`config.mk`:
```
export PLATFORM = sky130hd
export DESIGN_NAME = byte_ram_ctrl_flat
export DESIGN_NICKNAME = d
export VERILOG_FILES = /design/src/rtl/byte_ram_ctrl_if.sv /design/src/rtl/byte_ram_ctrl.sv /design/src/flat_wrapper.sv
export SDC_FILE = /design/constraint.sdc
export NUM_CORES = 2
export LEC_CHECK = 0
export CORE_ASPECT_RATIO = 0.7
export CORE_MARGIN = 5
export CORE_UTILIZATION = 57
export DETAILED_ROUTE_END_ITERATION = 7
export PLACE_DENSITY = 0.76
export SYNTH_ARGS = -nofsm -noshare
export SYNTH_HDL_FRONTEND = slang
export SYNTH_SLANG_ARGS = --single-unit
```
`constraint.sdc`:
```
create_clock -name clk -period 4.43 [get_ports clk]
set_clock_uncertainty 0.2 [all_clocks]
set_input_delay 0.886 -clock clk [delete_from_list [all_inputs] [get_ports clk]]
set_output_delay 0.886 -clock clk [all_outputs]
set_load 0.02 [all_outputs]
```
`src/rtl/byte_ram_ctrl_if.sv`:
```
// byte_ram_ctrl_if: per-byte CPU <-> RAM handshake bundle.
interface byte_ram_ctrl_if;
    logic [1:0]  mem_ctrl;
    logic [15:0] data_addr;
    logic [7:0]  data_store;
    logic        cpu_ready;
    logic        cpu_send;
    logic        cpu_receive;
    logic [7:0]  data_read;
    logic        ram_send;
    logic        ram_receive;
    modport master (
        output mem_ctrl, data_addr, data_store, cpu_ready, cpu_send, cpu_receive,
        input  data_read, ram_send, ram_receive
    );
    modport slave (
        input  mem_ctrl, data_addr, data_store, cpu_ready, cpu_send, cpu_receive,
        output data_read, ram_send, ram_receive
    );
endinterface

```
`src/rtl/byte_ram_ctrl.sv`:
```
// byte_ram_ctrl: byte-wide RAM slave with read latency, preload port and sticky error flag.
module byte_ram_ctrl #(
    parameter int ADDR_W = 8,
    parameter int RD_LAT = 1
) (
    input  logic              clk,
    input  logic              rst,
    byte_ram_ctrl_if.slave    bus,
    input  logic              ld_en,
    input  logic [ADDR_W-1:0] ld_addr,
    input  logic [7:0]        ld_data,
    output logic              busy,
    output logic              err
);
    typedef enum logic [1:0] {IDLE, RD_WAIT, RD_SEND, WR_ACK} state_t;
    state_t            state;
    logic [ADDR_W-1:0] a;
    logic              oor_q;
    logic [3:0]        cnt;
    logic [7:0]        mem [2**ADDR_W];
    logic              oor;
    logic              wr_hit;
    assign oor    = (bus.data_addr >> ADDR_W) != 16'd0;
    assign wr_hit = state == IDLE && bus.mem_ctrl == 2'b01 && bus.cpu_send;
    // Preload owns the write port; a colliding CPU write is acked but lost.
    always_ff @(posedge clk) begin
        if (ld_en)
            mem[ld_addr] <= ld_data;
        else if (wr_hit && !oor)
            mem[bus.data_addr[ADDR_W-1:0]] <= bus.data_store;
    end
    always_ff @(posedge clk) begin
        if (rst) begin
            state           <= IDLE;
            a               <= '0;
            oor_q           <= 1'b0;
            cnt             <= 4'd0;
            bus.data_read   <= 8'h00;
            bus.ram_send    <= 1'b0;
            bus.ram_receive <= 1'b0;
            busy            <= 1'b0;
            err             <= 1'b0;
        end else begin
            case (state)
                IDLE: begin
                    if (bus.mem_ctrl == 2'b10 && bus.cpu_ready) begin
                        a     <= bus.data_addr[ADDR_W-1:0];
                        oor_q <= oor;
                        cnt   <= 4'(RD_LAT);
                        err   <= err | oor;
                        busy  <= 1'b1;
                        state <= RD_WAIT;
                    end else if (wr_hit) begin
                        bus.ram_receive <= 1'b1;
                        err             <= err | oor;
                        busy            <= 1'b1;
                        state           <= WR_ACK;
                    end else if (bus.mem_ctrl == 2'b11)
                        err <= 1'b1;
                end
                RD_WAIT: begin
                    if (bus.mem_ctrl != 2'b10) begin
                        busy  <= 1'b0;
                        state <= IDLE;
                    end else if (cnt != 4'd0)
                        cnt <= cnt - 4'd1;
                    else begin
                        bus.data_read <= oor_q ? 8'h00 : mem[a];
                        bus.ram_send  <= 1'b1;
                        state         <= RD_SEND;
                    end
                end
                RD_SEND: begin
                    if (bus.cpu_receive || bus.mem_ctrl != 2'b10) begin
                        bus.ram_send <= 1'b0;
                        busy         <= 1'b0;
                        state        <= IDLE;
                    end
                end
                WR_ACK: begin
                    // Re-arm only once cpu_send is seen low, so a held level writes once.
                    if (!bus.cpu_send) begin
                        bus.ram_receive <= 1'b0;
                        busy            <= 1'b0;
                        state           <= IDLE;
                    end
                end
                default: state <= IDLE;
            endcase
        end
    end
endmodule

```
`src/flat_wrapper.sv`:
```
// flat-port wrapper written by rule: the top's interface ports become plain ports
module byte_ram_ctrl_flat 
#(
    parameter int ADDR_W = 8,
    parameter int RD_LAT = 1
)
  (clk, rst, ld_en, ld_addr, ld_data, busy, err, bus_mem_ctrl, bus_data_addr, bus_data_store, bus_cpu_ready, bus_cpu_send, bus_cpu_receive, bus_data_read, bus_ram_send, bus_ram_receive);
  byte_ram_ctrl_if bus_i ();
  input  logic clk;
  input  logic rst;
  input  logic ld_en;
  input  logic [ADDR_W-1:0] ld_addr;
  input  logic [7:0] ld_data;
  output logic busy;
  output logic err;
  input wire logic [$bits(bus_i.mem_ctrl)-1:0] bus_mem_ctrl;
  input wire logic [$bits(bus_i.data_addr)-1:0] bus_data_addr;
  input wire logic [$bits(bus_i.data_store)-1:0] bus_data_store;
  input wire logic [$bits(bus_i.cpu_ready)-1:0] bus_cpu_ready;
  input wire logic [$bits(bus_i.cpu_send)-1:0] bus_cpu_send;
  input wire logic [$bits(bus_i.cpu_receive)-1:0] bus_cpu_receive;
  output wire logic [$bits(bus_i.data_read)-1:0] bus_data_read;
  output wire logic [$bits(bus_i.ram_send)-1:0] bus_ram_send;
  output wire logic [$bits(bus_i.ram_receive)-1:0] bus_ram_receive;
  assign bus_i.mem_ctrl = bus_mem_ctrl;
  assign bus_i.data_addr = bus_data_addr;
  assign bus_i.data_store = bus_data_store;
  assign bus_i.cpu_ready = bus_cpu_ready;
  assign bus_i.cpu_send = bus_cpu_send;
  assign bus_i.cpu_receive = bus_cpu_receive;
  assign bus_data_read = bus_i.data_read;
  assign bus_ram_send = bus_i.ram_send;
  assign bus_ram_receive = bus_i.ram_receive;
  byte_ram_ctrl #(.ADDR_W(ADDR_W), .RD_LAT(RD_LAT)) u_core (.clk(clk), .rst(rst), .bus(bus_i), .ld_en(ld_en), .ld_addr(ld_addr), .ld_data(ld_data), .busy(busy), .err(err));
endmodule
```
==> results.tsv <==
metric	value	unit
critical_path.endpoint	u_core.bus.data_read[5]	
async_flop_share	0	%
wire_per_inst	33.2	um
netlist_top_cells_area	edfxtp_1, mux4_2, mux2i_1	
path_clk_slew	60	ps
grt_use_total	28.9	%
crit_path_end_kind	flop	
cts_buffer_depth	3	
crit_chain	mux4_2, mux2i_1, mux4_2, nor2_1, nor4_1, o21ai_0, a32o_1	
grt_pass1_wl	311000	um
postRouteAntennaNets	1	
synthTopCellsByCount	edfxtp_1, mux4_2, nor2_1	
multi_input_area	17900	sq um
cp.depth	7	
syn_avg_cell_area	20.9	sq um
rows	116	
drtIter0Drc	7368	
setup_viol	1	
io_pins	60	
ys_types	67	
slew_violations	0	
core	142000	sq um
synth_top_area_share	75.6	%
rsz0062_at_grt	false	
remaining_drc_errors	0	
r2r_end	u_core.bus.data_read[5]	
post_cts_resized	0	
fillers	8776	
port_buffers	59	
clock-sinks	2083	
die_area	151000	sq um
slowest_stage	nor4_1	
htreeDepth	4	
cts_buffers	175	
gp_congestion	0.926	
cp.required	4910	ps
final_hold_viol_count	0	
antenna_found_initial	4	
crit_family	multiplexers	
wl	217000	um
syn_nets	3950	
grt_pass1_vias	43000	
cts_setup_buffers	0	
r2r_slack	-60	ps
pre_cts_ws	13.7	ps
drt_pass1_iterations	7	
ys_seq_area_share	76.4	%
cts_tree	built	
powerDensity	424	nW/um^2
synthFlopType	edfxtp_1	
cts_root_buf	clkbuf_16	
worstPathArrival	4970	ps
ys_ff_latch	2083	
yosysMostFrequentCell	edfxtp_1	
max_freq	0.223	GHz
violations	antenna violations, negative setup slack	
fin_crit_sh	101	%
max-vdd-ir-drop	0.414	mV
startpoint_type	flop	
grt_overflow_total	0	
nets	4570	
syn-cell-area	81400	sq um
syn_inst	3900	
drive_above_1_share	29.1	%
die_w	462	um
start_util	57.1	%
grt_max_degree	89	
fin_util	66.0	%
ys_warn_count	0	
vias	44500	
path_class	flop to flop	
postCtsHoldBufs	0	
die_h	326	um
setup_ws	-58.2	ps
drv_cap	0	
yosys.area.top_type	edfxtp_1	
synth-edff-count	2048	
status	finished, violations left	
regArea	62200	sq um
slowest_delay	1000	ps
dp_hpwl	139000	um
hold_path.class	flop to flop	
period_needed	4490	ps
vias_per_cell	6.78	
worst_slew_pin_slew	1250	ps
leakagePower	0.0294	uW
cp_num_buf_inv	0	
ff2ff_path_depth	7	
max_slew_margin	15.9	%
syn_to_final_growth	15.6	%
clkLatencyLatePin	820	ps
cpMostUsedCell	mux4_2	
critPathMaxFanout	23	
worst min-delay path: stages (launching register included):
cell and delay (ps):
dfxtp_1 310, nand2_1 50, a21oi_1 70
kinds of logic after synthesis:
kind of cell	count (synthesis)	share of synthesized area [%]
simple gates	581	3.16
mux	677	15.9
compound gates	324	2.73
xor+xnor	2	0.0215
fa+ha+maj	2	0.0307
flops	2083	76.4
buf+inv	231	1.70
cell type report:
cell class,instances,area share (%)
Sequential cell,2083,66.2
Multi-Input combinational cell,1586,19.1
Timing Repair Buffer,667,6.29
Clock buffer,223,5.07
Tap cell,1888,2.51
Clock inverter,97,0.858
Inverter,7,0.0279
Antenna cell,7,0.0186
power by group:
part	switching [uW]	internal (uW)	total (uW)	leakage, uW
Combinational	1720	1060	2780	0.00793
Clock	6880	8410	15300	0.00273
Sequential	95.8	21700	21800	0.0187
placed cells by master, fill, tap and decap left out, drive strengths merged, types with 17 or more instances in the layout:
cell / n
a22oi: 41
nor2: 308
nor4: 17
o221ai: 35
buf: 608
o21ai: 37
edfxtp: 2048
o22ai: 55
mux2: 22
clkbuf: 223
nand3: 32
nor2b: 35
mux2i: 169
a21oi: 56
a211oi: 49
clkdlybuf4s50: 59
nand2: 101
nor3: 24
mux4: 486
dfxtp: 35
clkinv: 74
nand2b: 25
state kept, by name, indices dropped and copies added (netlist names), named ones only:
register	flops
u_core.bus.ram_receive	1
u_core.bus.data_read	8
u_core.cnt	4
u_core.state	2
u_core.a	8
u_core.busy	1
u_core.bus.ram_send	1
u_core.oor_q	1
u_core.err	1
u_core.mem	2048
routing by layer:
layer | GRT usage (%) | part of all wire, %
met1 | 42.8 | 37
met2 | 41.5 | 45
met3 | 9.13 | 15
met4 | 9.83 | 3.6
met5 | 0 | 0.020
worst min path at each step:
stage | from | to | slack, ps | cells after the start
6_report | u_core.a[0] | flop | 270 | 2
5_1_grt | u_core.a[0] | flop | 280 | 2
4_1_cts | u_core.a[0] | flop | 260 | 2
3_5_place_dp | u_core.a[0] | flop | 240 | 2
3_3_place_gp | u_core.a[2] | flop | 230 | 2
2_1_floorplan | u_core.a[0] | flop | 240 | 2
stage by stage:
step / instance area [sq um] / total power (uW) / setup TNS [ps] / hold WS, ps / instances
after floorplan: 81400 / 23800 / -805580 / 236 / 3900
final: 94000 / 39900 / -58.2 / 268 / 6558
after global placement: 88400 / 24900 / -369 / 231 / 6231
after CTS: 94000 / 39900 / 0 / 255 / 6551
after detailed placement: 88400 / 24900 / 0 / 238 / 6231
after global routing: 94000 / 40900 / 0 / 279 / 6551
(Power assumes the default switching activity.)
